**config.mk**
```make
export PLATFORM = sky130hd
export DESIGN_NAME = seq_pc_ctrl_flat
export DESIGN_NICKNAME = d
export VERILOG_FILES = /design/src/rtl/y86_pkg.sv /design/src/rtl/seq_pc_ctrl_if.sv /design/src/rtl/seq_new_pc.sv /design/src/rtl/seq_pc_ctrl.sv /design/src/flat_wrapper.sv
export SDC_FILE = /design/constraint.sdc
export NUM_CORES = 1
export LEC_CHECK = 0
export CORE_ASPECT_RATIO = 0.6
export CORE_UTILIZATION = 37
export CTS_BUF_LIST = sky130_fd_sc_hd__clkbuf_8
export CTS_CLUSTER_SIZE = 25
export DETAILED_ROUTE_END_ITERATION = 7
export HOLD_SLACK_MARGIN = 0.1
export PLACE_DENSITY = 0.83
export SLEW_MARGIN = 20
export SYNTH_ARGS = -nofsm -noshare
export SYNTH_HDL_FRONTEND = slang
export SYNTH_SLANG_ARGS = --single-unit
```
**constraint.sdc**
```tcl
create_clock -name clock -period 3.1 [get_ports clock]
set_input_delay 0.62 -clock clock [delete_from_list [all_inputs] [get_ports clock]]
set_output_delay 0.62 -clock clock [all_outputs]
set_load 0.05 [all_outputs]
```
**src/rtl/y86_pkg.sv**
```systemverilog
// Shared Y86-64 definitions: icodes, status codes and the SEQ sequencer state.
package y86_pkg;

   localparam logic [3:0] I_HALT   = 4'h0;
   localparam logic [3:0] I_NOP    = 4'h1;
   localparam logic [3:0] I_RRMOVQ = 4'h2;
   localparam logic [3:0] I_IRMOVQ = 4'h3;
   localparam logic [3:0] I_RMMOVQ = 4'h4;
   localparam logic [3:0] I_MRMOVQ = 4'h5;
   localparam logic [3:0] I_OPQ    = 4'h6;
   localparam logic [3:0] I_JXX    = 4'h7;
   localparam logic [3:0] I_CALL   = 4'h8;
   localparam logic [3:0] I_RET    = 4'h9;
   localparam logic [3:0] I_PUSHQ  = 4'hA;
   localparam logic [3:0] I_POPQ   = 4'hB;

   localparam logic [2:0] S_AOK = 3'd1;
   localparam logic [2:0] S_HLT = 3'd2;
   localparam logic [2:0] S_ADR = 3'd3;
   localparam logic [2:0] S_INS = 3'd4;

   typedef enum logic [1:0] {IDLE, RUN, STOP} seq_state_t;

   // Status for this cycle's fault sources, highest priority first; S_AOK means no fault.
   function automatic logic [2:0] fault_stat(input logic bad_mem, input logic in_error,
                                             input logic dmem_fault, input logic flag_halt);
      if (bad_mem)         return S_ADR;
      else if (in_error)   return S_INS;
      else if (dmem_fault) return S_ADR;
      else if (flag_halt)  return S_HLT;
      else                 return S_AOK;
   endfunction

endpackage

```
**src/rtl/seq_pc_ctrl_if.sv**
```systemverilog
// Bus between the SEQ datapath (master) and the PC sequencer (slave).
interface seq_pc_ctrl_if #(parameter int CNT_W = 32);
   logic             start;
   logic [3:0]       in_code;
   logic             flag_halt;
   logic             bad_mem;
   logic             in_error;
   logic [63:0]      val_c;
   logic [63:0]      val_p;
   logic [63:0]      val_m;
   logic             cnd;
   logic             mem_ready;
   logic             dmem_error;
   logic [63:0]      p_ctr;
   logic [2:0]       stat;
   logic             commit;
   logic             running;
   logic [CNT_W-1:0] cycle_count;
   logic [CNT_W-1:0] instr_count;

   modport master (
      output start, in_code, flag_halt, bad_mem, in_error, val_c, val_p, val_m,
             cnd, mem_ready, dmem_error,
      input  p_ctr, stat, commit, running, cycle_count, instr_count
   );

   modport slave (
      input  start, in_code, flag_halt, bad_mem, in_error, val_c, val_p, val_m,
             cnd, mem_ready, dmem_error,
      output p_ctr, stat, commit, running, cycle_count, instr_count
   );
endinterface

```
**src/rtl/seq_new_pc.sv**
```systemverilog
// Combinational next-PC select; shared with the PIPE predict/correct logic.
module seq_new_pc
   import y86_pkg::*;
(
   input  logic [3:0]  in_code,
   input  logic        cnd,
   input  logic [63:0] val_c,
   input  logic [63:0] val_p,
   input  logic [63:0] val_m,
   output logic [63:0] new_pc
);

   // call and taken jumps go to the constant, ret to the popped address.
   always_comb begin
      new_pc = val_p;
      case (in_code)
         I_CALL:  new_pc = val_c;
         I_JXX:   new_pc = cnd ? val_c : val_p;
         I_RET:   new_pc = val_m;
         default: new_pc = val_p;
      endcase
   end

endmodule

```
**src/rtl/seq_pc_ctrl.sv**
```systemverilog
// SEQ PC sequencer: owns the PC, latches the status code, gates commits and counts.
//
// state | meaning
// IDLE  | after reset, outputs held until start
// RUN   | one instruction evaluated per completing cycle
// STOP  | terminal after a fault or halt; only reset leaves
module seq_pc_ctrl
   import y86_pkg::*;
#(
   parameter logic [63:0] START_PC = 64'd0,
   parameter int          CNT_W    = 32
)(
   input logic          clock,
   input logic          reset_n,
   seq_pc_ctrl_if.slave bus
);

   seq_state_t       state;
   logic [63:0]      p_ctr_q;
   logic [2:0]       stat_q;
   logic [CNT_W-1:0] cycle_q;
   logic [CNT_W-1:0] instr_q;
   logic [63:0]      new_pc;
   logic [2:0]       cur_fault;

   seq_new_pc u_new_pc (
      .in_code (bus.in_code),
      .cnd     (bus.cnd),
      .val_c   (bus.val_c),
      .val_p   (bus.val_p),
      .val_m   (bus.val_m),
      .new_pc  (new_pc)
   );

   // A data-memory error only counts once the access has actually completed.
   always_comb begin
      cur_fault = fault_stat(bus.bad_mem, bus.in_error,
                             bus.dmem_error & bus.mem_ready, bus.flag_halt);
   end

   // Sequencer FSM: PC, status latch and counters advance together.
   always_ff @(posedge clock or negedge reset_n) begin
      if (!reset_n) begin
         state   <= IDLE;
         p_ctr_q <= START_PC;
         stat_q  <= S_AOK;
         cycle_q <= '0;
         instr_q <= '0;
      end else begin
         case (state)
            IDLE: begin
               if (bus.start) state <= RUN;
            end
            RUN: begin
               cycle_q <= cycle_q + CNT_W'(1);
               if (cur_fault != S_AOK) begin
                  stat_q <= cur_fault;
                  state  <= STOP;
               end else if (bus.mem_ready) begin
                  p_ctr_q <= new_pc;
                  instr_q <= instr_q + CNT_W'(1);
               end
            end
            default: state <= STOP;
         endcase
      end
   end

   assign bus.p_ctr       = p_ctr_q;
   assign bus.stat        = stat_q;
   assign bus.running     = (state == RUN);
   assign bus.commit      = (state == RUN) && (cur_fault == S_AOK) && bus.mem_ready;
   assign bus.cycle_count = cycle_q;
   assign bus.instr_count = instr_q;

endmodule

```
**src/flat_wrapper.sv**
```systemverilog
// flat-port wrapper written by rule: the top's interface ports become plain ports
module seq_pc_ctrl_flat import y86_pkg::*;
#(
   parameter logic [63:0] START_PC = 64'd0,
   parameter int          CNT_W    = 32
)
  (clock, reset_n, bus_start, bus_in_code, bus_flag_halt, bus_bad_mem, bus_in_error, bus_val_c, bus_val_p, bus_val_m, bus_cnd, bus_mem_ready, bus_dmem_error, bus_p_ctr, bus_stat, bus_commit, bus_running, bus_cycle_count, bus_instr_count);
  seq_pc_ctrl_if #(.CNT_W(CNT_W)) bus_i ();
  input logic clock;
  input logic reset_n;
  input wire logic [$bits(bus_i.start)-1:0] bus_start;
  input wire logic [$bits(bus_i.in_code)-1:0] bus_in_code;
  input wire logic [$bits(bus_i.flag_halt)-1:0] bus_flag_halt;
  input wire logic [$bits(bus_i.bad_mem)-1:0] bus_bad_mem;
  input wire logic [$bits(bus_i.in_error)-1:0] bus_in_error;
  input wire logic [$bits(bus_i.val_c)-1:0] bus_val_c;
  input wire logic [$bits(bus_i.val_p)-1:0] bus_val_p;
  input wire logic [$bits(bus_i.val_m)-1:0] bus_val_m;
  input wire logic [$bits(bus_i.cnd)-1:0] bus_cnd;
  input wire logic [$bits(bus_i.mem_ready)-1:0] bus_mem_ready;
  input wire logic [$bits(bus_i.dmem_error)-1:0] bus_dmem_error;
  output wire logic [$bits(bus_i.p_ctr)-1:0] bus_p_ctr;
  output wire logic [$bits(bus_i.stat)-1:0] bus_stat;
  output wire logic [$bits(bus_i.commit)-1:0] bus_commit;
  output wire logic [$bits(bus_i.running)-1:0] bus_running;
  output wire logic [$bits(bus_i.cycle_count)-1:0] bus_cycle_count;
  output wire logic [$bits(bus_i.instr_count)-1:0] bus_instr_count;
  assign bus_i.start = bus_start;
  assign bus_i.in_code = bus_in_code;
  assign bus_i.flag_halt = bus_flag_halt;
  assign bus_i.bad_mem = bus_bad_mem;
  assign bus_i.in_error = bus_in_error;
  assign bus_i.val_c = bus_val_c;
  assign bus_i.val_p = bus_val_p;
  assign bus_i.val_m = bus_val_m;
  assign bus_i.cnd = bus_cnd;
  assign bus_i.mem_ready = bus_mem_ready;
  assign bus_i.dmem_error = bus_dmem_error;
  assign bus_p_ctr = bus_i.p_ctr;
  assign bus_stat = bus_i.stat;
  assign bus_commit = bus_i.commit;
  assign bus_running = bus_i.running;
  assign bus_cycle_count = bus_i.cycle_count;
  assign bus_instr_count = bus_i.instr_count;
  seq_pc_ctrl #(.START_PC(START_PC), .CNT_W(CNT_W)) u_core (.clock(clock), .reset_n(reset_n), .bus(bus_i));
endmodule
```
== After elaboration in Yosys (flattened, before gate mapping) ==
Cells that the tools add are included.

* Add/sub/neg operators: 2
* Equality and inequality tests: 8
* Mux-type cells: 9
* Bitwise operators: 2
* Reduce and logical (&&, ||, !) cells: 6

{| class="wikitable"
|+ Operators with widths
! cell !! number
|-
| $pmux W64 S3 || 1
|-
| $add A32 B1 Y32 const B || 2
|-
| $mux W64 || 1
|-
| $mux W3 || 3
|-
| $eq A4 B4 Y1 const B || 2
|-
| $mux W2 || 3
|-
| $eq A4 B3 Y1 const B || 1
|-
| $pmux W2 S2 || 1
|-
| $reduce_and A2 Y1 || 2
|-
| $eq A3 B1 Y1 const B || 1
|-
| $ne A3 B1 Y1 const B || 1
|-
| $reduce_and A3 Y1 || 1
|-
| $eq A2 B1 Y1 const B || 1
|-
| $logic_and A1 B1 Y1 || 2
|-
| $logic_not A2 Y1 || 1
|-
| $ne A2 B1 Y1 const B || 1
|-
| $ne A2 B2 Y1 const B || 1
|-
| $and A1 B1 Y1 || 1
|-
| $not A1 Y1 || 1
|}

* Bits of input ports: 205
* Logic and storage cells: 32
* Output and inout port bits: 133
* Flip-flop bits (word level): 133

== Longest topological paths before layout ==
* Depth after elaboration: 7
* Depth in mapped cells: 6
* Gate-level depth less buffers: 5

== Modules after synthesis ==
From an unflattened synthesis, not the netlist that was laid out.

* Cell total of the unflattened synthesis: 851
* Area total of the unflattened synthesis: 7796.2 um^2

{| class="wikitable"
|+ By module, submodules not included
! module !! area an instance (um^2) !! sequential area each (um^2) !! cells an instance !! instances
|-
| seq_pc_ctrl || 5451.5 || 3329.4 || 542 || 1
|-
| seq_new_pc || 2344.7 || 0.0 || 309 || 1
|}

== Worst setup path after synthesis ==
No wires, ideal clock.

* Path type: in2out
* Start point: input bus_mem_ready
* End point: output bus_commit
* Path slack: 0.817 ns
* Stages: 4
* Required time: 2.480 ns
* Arrival time: 1.663 ns
* Path buffers: 2
* Path through: a2111oi_4 -> and2_1 -> buf_2 -> buf_2

* Word-level cells in the longest chain between the ends: 7

{| class="wikitable"
|+ Ends and longest elaborated chain
! item !! RTL line !! RTL
|-
| start: declaration || flat_wrapper.sv:20 || <nowiki>input wire logic [$bits(bus_i.mem_ready)-1:0] bus_mem_ready;</nowiki>
|-
| $and A1 B1 Y1 || seq_pc_ctrl.sv:38 || <nowiki>bus.dmem_error & bus.mem_ready, bus.flag_halt);</nowiki>
|-
| $mux W3 || y86_pkg.sv:29 || <nowiki>else if (dmem_fault) return S_ADR;</nowiki>
|-
| $mux W3 || y86_pkg.sv:28 || <nowiki>else if (in_error) return S_INS;</nowiki>
|-
| $mux W3 || y86_pkg.sv:27 || <nowiki>if (bad_mem) return S_ADR;</nowiki>
|-
| $eq A3 B1 Y1 || seq_pc_ctrl.sv:72 || <nowiki>assign bus.commit = (state == RUN) && (cur_fault == S_AOK) && bus.mem_ready;</nowiki>
|-
| $logic_and A1 B1 Y1 || seq_pc_ctrl.sv:72 ||
|-
| $logic_and A1 B1 Y1 * || seq_pc_ctrl.sv:72 ||
|-
| end: declaration || flat_wrapper.sv:24 || <nowiki>output wire logic [$bits(bus_i.commit)-1:0] bus_commit;</nowiki>
|}

Mark *: on every way between the ends. The rest lies on a longest branch, timed or not.

== Final worst setup path ==
* Start point: register u_core.state[1]
* End point: output bus_running

* Word-level cells in the longest chain between the ends: 1

{| class="wikitable"
|+ Ends and longest elaborated chain
! item !! RTL line !! RTL
|-
| start: declaration || seq_pc_ctrl.sv:18 || <nowiki>seq_state_t state;</nowiki>
|-
| start signal: assignment || seq_pc_ctrl.sv:44 || <nowiki>state <= IDLE;</nowiki>
|-
| start signal: assignment || seq_pc_ctrl.sv:52 || <nowiki>if (bus.start) state <= RUN;</nowiki>
|-
| start signal: assignment || seq_pc_ctrl.sv:58 || <nowiki>state <= STOP;</nowiki>
|-
| $eq A2 B1 Y1 || seq_pc_ctrl.sv:71 || <nowiki>assign bus.running = (state == RUN);</nowiki>
|-
| end: declaration || flat_wrapper.sv:25 || <nowiki>output wire logic [$bits(bus_i.running)-1:0] bus_running;</nowiki>
|}

Every way passes these cells.

==> summary.md <==
| Metric | Value |
|---|---|
| Via/cell ratio | `~5.4` |
| Worst EP arrival | `2.17 ns` |
| Critical-path top delay cell | `clkdlybuf4s50_1` |
| DRT Pass-1 Iters | `8` |
| Worst slew pin tran | `just over 0.8 ns` |
| Starting DRT DRC Count | `approximately 560` |
| Final setup viols | `0` |
| Crit path max fanout | `6` |
| Required time worst endpoint | `between 2 and 2.5 ns` |
| Layout cell share with drive strength beyond 1 | `6.07%` |
| Inst Count DP | `approximately 1100` |
| Synth Area per Inst | `10.8 µm²` |
| Final WL | `21600 µm` |
| Leak pwr | `4.25 nW` |
| Post-synthesis share of cell area spent on and, or, nand and nor gates | `~17%` |
| Mux cell area share after synthesis | `less than 1%` |
| Max frequency | `358 MHz` |
| Post-synth EDFFs | `0` |
| Synth top area share | `between 50% and 60%` |
| Die X | `~170 µm` |
| Slew headroom | `between 40% and 50%` |
| Cell Count, Final, Fillers Out | `1150` |
| Biggest area consumer among synthesized cells | `dfrtp_1` |
| Final-report hold violation count | `0` |
| Most used flip-flop cell after synthesis | `dfrtp_1` |
| GRT Overall Usage | `24.6%` |
| TritonCTS clock tree | `built` |
| Largest family of logic cells by synthesized area | `compound AO/OA/AOI/OAI gates` |
| Worst min path class | `flip-flop to flip-flop` |
| Core area | `between 15000 and 20000 µm²` |
| Port Buffers | `approximately 340` |
| Adder-cell share of the synthesized area | `0.398%` |
| Max Transition Viols Final | `0` |
| Synth top area cells | `dfrtp_1 52%, a222oi_1 10%, xnor2_1 7.1%` |
| VDD IR max | `between 0.2 and 0.25 mV` |
| P&R area growth vs syn | `63.6%` |
| Power Total | `between 0.004 and 0.005 W` |
| PwrDens | `446 nW/µm²` |
| Root Driver | `clkbuf_8` |
| Critical Path, Cell by Cell | `nand2b_1 > inv_1 > clkdlybuf4s50_1` |
| Drt drc | `4` |
| Most common cell in the synthesized netlist | `dfrtp_1` |
| CP Capture Type | `primary output` |
| Htree depth | `4` |
| CTS-repair resized insts | `0` |
| Filler cells | `~1300` |
| CTS sink count | `between 100 and 150` |
| RSZ-0062 raised after global routing | `no` |
| TritonCTS buffer count | `17` |
| Xor/xnor cell area share of the yosys netlist | `8.63%` |
| Via count | `around 6200` |
| Initial antenna violation count | `0` |
| Post-Syn Area | `between 6000 and 7000 µm²` |
| Hold_buf cts | `1` |
| Syn. warnings | `0` |
| Largest net degree at the start of global routing | `between 70 and 80` |
| Worst Skew | `between 0.015 and 0.02 ns` |
| Final TNS setup | `0 ns` |
| Post-synth net total | `789` |
| CP startpoint kind | `flip-flop` |
| Register area | `3330 µm²` |
| Vias in the first global route | `between 5000 and 6000` |
| Synth cell types | `42` |
| Period minus WS final | `between 2 and 3 ns` |
| Die ar. | `17500 µm²` |
| Nets | `~1100` |
| Die Height | `103 µm` |
| CTS max path bufs | `2` |
| Initial core utilization | `about two fifths` |
| Max Cap Viol | `0` |
| FF+latch count, synth | `between 100 and 150` |
| Routed WL per cell | `18.8 µm` |
| Worst-Skew Late Latency | `roughly 0.43 ns` |
| First-pass GRT wire length | `32600 µm` |
| Worst R2R Setup Slack | `around 1.1 ns` |
| Setup Buffers After CTS | `0` |
| # rows | `36` |
| Placer Congestion | `a little under 0.9` |
| Post-synthesis sequential area ratio | `between 50% and 60%` |
| Final cycle utilization of the critical path | `90.0%` |
| Top Ports | `between 300 and 400` |
| Commonest cells post-synth | `132 x dfrtp_1, 79 x nor2_1, 64 x a21oi_1, 64 x a222oi_1, 51 x xnor2_1` |
| Final hold slack | `just under 0.5 ns` |
| Worst-path clk slew | `around 0.090 ns` |
| Overflow after GRT | `0` |
| Multi-input combinational cell area | `2700 µm²` |
| Crit Path Category | `flip-flop to primary output` |
| CP peak stage delay | `0.84 ns` |
| Violated checks | `design-rule violations` |
| Asr flop ratio synth | `100%` |
| HPWL after DPL | `between 15000 and 20000 µm` |
| Status | `finished, violations left` |
| Detail Route Antenna Nets | `0` |
| Cells after Synth | `a little under 600` |
| Number of diodes | `0` |
| Synth Area in Compound Gates | `~17%` |
-- registers in the layout, summed over array words and instances, names as in the netlist --
signal	count
u_core.bus.instr_count	32
u_core.bus.cycle_count	32
u_core.bus.stat	3
u_core.state	2
u_core.bus.p_ctr	64
-- path summary, 6_finish.rpt --
kind,start,endpoint,depth (start not counted)
worst max-delay path,u_core.state[1],bus_running,3
worst min-delay path,u_core.bus.instr_count[31],u_core.bus.instr_count[31],1
worst max register to register,u_core.bus.cycle_count[7],u_core.bus.cycle_count[22],4
worst min register to register,u_core.bus.instr_count[31],u_core.bus.instr_count[31],1
max in group asynchronous,reset_n,u_core.bus.p_ctr[54],3
min in group asynchronous,reset_n,u_core.bus.instr_count[24],2
-- per-layer routing --
layer,vias up,global-route usage [%],share of wire [%]
met2,272,40.6,47
li1,2867,-,-
met4,0,6.51,1.6
met5,-,0,0
met3,32,8.45,9.2
met1,3037,31.1,42
-- cells in the final DEF (no fill, tap or decap), types with 2 or more instances in the layout --
master and n:
a21oi_1 64, a222oi_1 64, and2_1 6, and3_1 11, and4_1 9, buf_12 3
buf_4 8, bufinv_16 5, clkbuf_8 17, clkdlybuf4s50_1 335, clkinv_4 3, clkinvlp_4 2
dfrtp_1 132, ha_1 2, inv_1 6, inv_6 3, nand2_1 25, nand2b_1 2
nand3_1 21, nand3b_1 2, nand4_1 27, nand4b_1 3, nor2_1 79, nor3_1 5
nor4_1 2, xnor2_1 51, xor2_1 11
-- layout make-up --
| type | count | area share, % |
|---|---|---|
| timing repair buffer | 348 | 34.0 |
| sequential | 133 | 32.4 |
| multi-input combinational | 404 | 26.3 |
| tap | 228 | 2.77 |
| clock buffer | 17 | 2.27 |
| clock inverter | 15 | 2.20 |
| inverter | 5 | 0.182 |
-- through the flow --
step / instance area [µm²] / worst slack [ns] / util, %
6_report: 10300 / 0.311 / 62.6
5_1_grt: 10300 / 0.226 / 62.6
4_1_cts: 10300 / 0.287 / 62.6
3_5_place_dp: 9820 / 0.387 / 59.7
3_3_place_gp: 9820 / 0.385 / 59.7
2_1_floorplan: 6290 / 0.817 / -
-- power breakdown --
group / leakage, nW / total (W) / internal [W] / switching (W)
registers: 1.83 / 0.00188 / 0.00182 / 0.0000626
logic: 2.19 / 0.00100 / 0.000468 / 0.000534
clock network: 0.228 / 0.00171 / 0.000966 / 0.000741
total: 4.25 / 0.00459 / 0.00325 / 0.00134
-- kinds of logic after synthesis --
group | after synthesis
XOR/XNOR | 62
flip-flops | 133
multiplexers | 1
AND/OR/NAND/NOR | 202
AO/OA/AOI/OAI | 137
adder cells (fa/ha/maj) | 2
buffers and inverters | 45
-- worst max-delay path: cells and delay by family (launching register included) --
kind          cells  cell delay [ns]
flops             1             0.42
buf+inv           2             1.06
simple gates      1             0.26
(Power assumes the default switching activity.)
